===== config.mk =====
export PLATFORM = sky130hd
export DESIGN_NAME = hazard_scoreboard
export DESIGN_NICKNAME = d
export VERILOG_FILES = /design/src/rtl/pipe_pkg.sv /design/src/rtl/sb_match.sv /design/src/rtl/hazard_scoreboard.sv
export SDC_FILE = /design/constraint.sdc
export NUM_CORES = 1
export LEC_CHECK = 0
export ABC_CLOCK_PERIOD_IN_PS = 8310
export BUFFER_PORTS_ARGS = -buffer_cell sky130_fd_sc_hd__buf_2
export CAP_MARGIN = 20
export CORE_MARGIN = 4
export CORE_UTILIZATION = 59
export DETAILED_ROUTE_END_ITERATION = 6
export PLACE_DENSITY = 0.85
export SLEW_MARGIN = 30
export SYNTH_ARGS = -nofsm -noshare
export SYNTH_HDL_FRONTEND = slang
export SYNTH_HIERARCHICAL = 1
export SYNTH_SLANG_ARGS = --single-unit
export TNS_END_PERCENT = 50

===== constraint.sdc =====
create_clock -name clk -period 8.31 [get_ports clk]
set_clock_uncertainty 0.15 [all_clocks]
set_input_delay 0 -clock clk [delete_from_list [all_inputs] [get_ports clk]]
set_output_delay 0 -clock clk [all_outputs]
set_load 0.05 [all_outputs]

===== src/rtl/pipe_pkg.sv =====
// pipe_pkg: shared scoreboard entry type, defaults and forward-select width helper
package pipe_pkg;
    localparam int REG_ADDR_W_DEF = 4;
    localparam int REG_ADDR_W_MAX = 8;
    localparam int FWD_RF = 0;
    typedef struct packed {
        logic                      valid;
        logic [REG_ADDR_W_MAX-1:0] dest;
        logic                      is_load;
    } sb_entry_t;
    function automatic int fwd_sel_w(input int depth);
        return $clog2(depth + 1);
    endfunction
endpackage


===== src/rtl/sb_match.sv =====
// sb_match: youngest-slot-wins match of one source operand, yielding hit/stall/forward select
module sb_match import pipe_pkg::*; #(
    parameter int DEPTH = 3,
    parameter int FORWARD_EN = 1,
    parameter int LOAD_LAT = 2,
    parameter int RF_WRITE_THROUGH = 1,
    localparam int FSW = fwd_sel_w(DEPTH)
) (
    input  sb_entry_t                 slots [DEPTH],
    input  logic [REG_ADDR_W_MAX-1:0] src,
    input  logic                      en,
    output logic                      hit,
    output logic                      stall,
    output logic [FSW-1:0]            sel
);
    always_comb begin
        hit = 1'b0;
        stall = 1'b0;
        sel = FSW'(FWD_RF);
        // scanning oldest to youngest lets the youngest match overwrite older ones
        for (int i = DEPTH - 1; i >= 0; i--) begin
            if (en && slots[i].valid && slots[i].dest == src) begin
                hit = 1'b1;
                stall = (FORWARD_EN != 0) ? (slots[i].is_load && i < LOAD_LAT)
                                          : !(RF_WRITE_THROUGH != 0 && i == DEPTH - 1);
                sel = (FORWARD_EN == 0 || stall || (RF_WRITE_THROUGH != 0 && i == DEPTH - 1))
                      ? FSW'(FWD_RF) : FSW'(i + 1);
            end
        end
    end
endmodule


===== src/rtl/hazard_scoreboard.sv =====
// hazard_scoreboard: tracks in-flight register writes, drives stall and EX forward selects
module hazard_scoreboard import pipe_pkg::*; #(
    parameter int REG_ADDR_W = REG_ADDR_W_DEF,
    parameter int DEPTH = 3,
    parameter int FORWARD_EN = 1,
    parameter int LOAD_LAT = 2,
    parameter int RF_WRITE_THROUGH = 1,
    localparam int FSW = fwd_sel_w(DEPTH)
) (
    input  logic                  clk,
    input  logic                  rst,
    input  logic                  issue_valid,
    input  logic                  issue_wb_en,
    input  logic                  issue_is_load,
    input  logic [REG_ADDR_W-1:0] issue_dest,
    input  logic [REG_ADDR_W-1:0] src1,
    input  logic [REG_ADDR_W-1:0] src2,
    input  logic                  has_two_src,
    input  logic                  flush,
    output logic                  stall,
    output logic [FSW-1:0]        fwd_sel1,
    output logic [FSW-1:0]        fwd_sel2,
    output logic [FSW-1:0]        inflight,
    output logic [31:0]           stall_cycles
);
    sb_entry_t   slot_q [DEPTH];
    sb_entry_t   slot_d [DEPTH];
    logic [31:0] stall_cycles_q, stall_cycles_d;
    logic        hit1, hit2, stall1, stall2, ins;

    sb_match #(.DEPTH(DEPTH), .FORWARD_EN(FORWARD_EN), .LOAD_LAT(LOAD_LAT),
               .RF_WRITE_THROUGH(RF_WRITE_THROUGH)) u_m1 (
        .slots(slot_q), .src(REG_ADDR_W_MAX'(src1)), .en(issue_valid),
        .hit(hit1), .stall(stall1), .sel(fwd_sel1)
    );

    sb_match #(.DEPTH(DEPTH), .FORWARD_EN(FORWARD_EN), .LOAD_LAT(LOAD_LAT),
               .RF_WRITE_THROUGH(RF_WRITE_THROUGH)) u_m2 (
        .slots(slot_q), .src(REG_ADDR_W_MAX'(src2)), .en(issue_valid & has_two_src),
        .hit(hit2), .stall(stall2), .sel(fwd_sel2)
    );

    always_comb begin
        stall = issue_valid & ~flush & ((hit1 & stall1) | (hit2 & stall2));
        ins = issue_valid & issue_wb_en & ~stall & ~flush;
        slot_d[0] = ins ? sb_entry_t'{1'b1, REG_ADDR_W_MAX'(issue_dest), issue_is_load} : '0;
        for (int i = 1; i < DEPTH; i++) slot_d[i] = slot_q[i-1];
        inflight = '0;
        for (int i = 0; i < DEPTH; i++) inflight = inflight + FSW'(slot_q[i].valid);
        stall_cycles_d = (stall && stall_cycles_q != 32'hFFFF_FFFF) ? stall_cycles_q + 32'd1
                                                                   : stall_cycles_q;
    end

    always_ff @(posedge clk) begin
        if (rst) begin
            for (int i = 0; i < DEPTH; i++) slot_q[i] <= '0;
            stall_cycles_q <= '0;
        end else begin
            for (int i = 0; i < DEPTH; i++) slot_q[i] <= slot_d[i];
            stall_cycles_q <= stall_cycles_d;
        end
    end

    assign stall_cycles = stall_cycles_q;
endmodule

==> results.sh <==
export IMPL_portBuffers=57
export IMPL_outcome="completed"
export IMPL_clock_path_buffers=2
export IMPL_min_path_type="primary input to register"
export IMPL_vias_per_cell=5.59
export IMPL_antenna_left=0
export IMPL_crit_family="simple AND/OR/NAND/NOR gates"
export IMPL_hold_viol=0
export IMPL_p_switching_uw=103
export IMPL_grt_overflow=0
export IMPL_clockPowerShare_pct=38.8
export IMPL_drc=0
export IMPL_cts_root_buffer="clkbuf_8"
export IMPL_combPwrFrac_pct=9.1
export IMPL_grt_busiest_layer="met2"
export IMPL_routed_wl_um=7080
export IMPL_vias=2728
export IMPL_start_kind="register"
export IMPL_slowest_delay_ns=0.55
export IMPL_grt_pass1_vias=2518
export IMPL_die_width_um=77.4
export IMPL_grt_max_degree=48
export IMPL_syn_area_per_cell_um2=8.57
export IMPL_yosys_warnings=6
export IMPL_clock_latency_ns=0.30
export IMPL_initial_core_util_pct=63.1
export IMPL_grt_use_total_pct=24.3
export IMPL_antenna_found_initial=0
export IMPL_drv_slew=0
export IMPL_diodes=0
export IMPL_mappedNetlistArea_um2=2840
export IMPL_h_tree_depth=2
export IMPL_seqPwrFrac_pct=52.1
export IMPL_grt_use_met3_pct=5.09
export IMPL_finalNonFillerCells=488
export IMPL_grt_pass1_wl_um=11900
export IMPL_setup_tns_final_ns=0
export IMPL_sw_frac_of_total_pct=22.7
export IMPL_max_cap_viol_count=0
export IMPL_drive_above_1_share_pct=18.1
export IMPL_drt_first_pass_iters=4
export IMPL_clock_sinks=49
export IMPL_setup_viol=0
export IMPL_cts_resized=0
export IMPL_worstMarginPinSlew_ns=0.913
export IMPL_syn_inst=332
export IMPL_gp_congestion=0.764
export IMPL_power_density_nw_per_um2=130
export IMPL_cts_tree="yes"
export IMPL_fp_row_count=24
export IMPL_crit_type="register to register"
export IMPL_fin_area_um2=3490
export IMPL_areaGrowthSynthToFinish_pct=22.9
export IMPL_dpl_hpwl_um=4920
export IMPL_relSlewSlack_pct=38.3
export IMPL_cp_cell_sequence="xor2_1 -> nor3_1 -> nand3_1 -> o311ai_0 -> a22o_1 -> nand2b_1 -> inv_1 -> nand3_1 -> nor4_1 -> mux2_2"
export IMPL_crit_path_frequent_cell="nand3_1"
export IMPL_cts_clk_slew_worst_paths_ns=0.08
export IMPL_core_um2=4500
export IMPL_grt_use_met2_pct=41.6
export IMPL_dr_first_iter_drc_count=166
export IMPL_dp_cells=473
export IMPL_fillers=328
export IMPL_routedWlPerCell_um=14.5
export IMPL_die_h_um=77.4
export IMPL_max_clock_freq_mhz=281
export IMPL_post_cts_buffers=0
export IMPL_nets=456
export IMPL_met1_usage_pct=30.8
export IMPL_rsz0062_at_grt="no"
export IMPL_ioPinCount=58
export IMPL_place_area_um2=3310
export IMPL_worst_path_buf_inv=1
export IMPL_worstPathArrival_ns=3.61
export IMPL_leakagePower_uw=0.00149
export IMPL_peakVddDrop_mv=0.113
export IMPL_required_ns=8.35
export IMPL_intPower_uw=352
export IMPL_slowest_stage="nand3_1"
export IMPL_cp_end_kind="register"
export IMPL_period_needed_ns=3.56
export IMPL_cp_max_fo=23
export IMPL_cts_buffers=5
export IMPL_fin_crit_sh_pct=42.9
export IMPL_die_area_um2=6000
export IMPL_cts_hold_buffers=7
## power groups by stage
stage	Clock [µW]	Combinational, µW	Sequential, µW
final	176	41.5	237
after global routing	190	45.8	237
after CTS	180	38.9	237
after detailed placement	0	36.3	242
after global placement	0	36.2	242
after floorplan	0	27.1	242
## path summary, 6_finish.rpt
kind | slack [ns] | to | depth (start not counted) | start
worst min-delay path | 0.09 | slot_d[10] | 4 | flush
worst max-delay path | 4.75 | stall_cycles[31] | 10 | slot_d[1]
worst max register to register | 4.75 | stall_cycles[31] | 10 | slot_d[1]
worst min register to register | 0.35 | stall_cycles[4] | 2 | stall_cycles[4]
## worst min-delay path: stages
cell and delay (ns):
buf_2 0.07, nand2b_1 0.13, nor4b_1 0.12, and2_1 0.17
## sequential cells by signal (all words and copies together) (netlist names)
register and cells:
stall_cycles 32, slot_d 12, slot_q 5
## placed cells by master, fill, tap and decap left out, types with 3 or more instances in the layout
| cell | instances |
|---|---|
| nor2b_1 | 14 |
| o21ai_0 | 9 |
| nor4_1 | 5 |
| clkbuf_8 | 6 |
| buf_2 | 57 |
| and2_1 | 6 |
| and4_1 | 3 |
| dlygate4sd3_1 | 7 |
| nand3_1 | 21 |
| nand4_1 | 7 |
| conb_1 | 48 |
| mux2_2 | 3 |
| nor4_2 | 5 |
| inv_1 | 9 |
| and3_1 | 9 |
| or4_1 | 18 |
| nand2b_1 | 3 |
| nor2_1 | 11 |
| nor3_1 | 5 |
| nand2_1 | 15 |
| o31ai_1 | 17 |
| xor2_1 | 28 |
| a21oi_1 | 27 |
| dfxtp_1 | 49 |
| or3_1 | 11 |
| xnor2_1 | 20 |
## per-layer routing
| layer | routed length, µm | vias up |
|---|---|---|
| met4 | 144 | 0 |
| met1 | 3150 | 1275 |
| met2 | 3420 | 72 |
| met3 | 368 | 14 |
| li1 | - | 1367 |
| met5 | 0 | - |
## stage by stage
step           utilization [%]  total power, µW  setup WS [ns]  hold slack, ns
2_1_floorplan                -              269           5.42         -0.0344
3_3_place_gp              73.4              278           5.05          0.0518
3_5_place_dp              73.4              279           4.88          0.0566
4_1_cts                   77.6              456           4.89          0.0876
5_1_grt                   77.6              473           4.53           0.100
6_report                  77.6              455           4.75          0.0880
## layout make-up
| cell class | instances | area [µm²] | share of cell area, % |
|---|---|---|---|
| flip-flops and latches | 49 | 981 | 28.1 |
| clock buffers | 7 | 86.3 | 2.47 |
| repair buffers | 64 | 355 | 10.2 |
| clock inverters | 1 | 30.0 | 0.859 |
| well taps | 52 | 65.1 | 1.86 |
| multi-input cells | 306 | 1940 | 55.6 |
| inverters | 9 | 33.8 | 0.967 |
(Power assumes the default switching activity.)
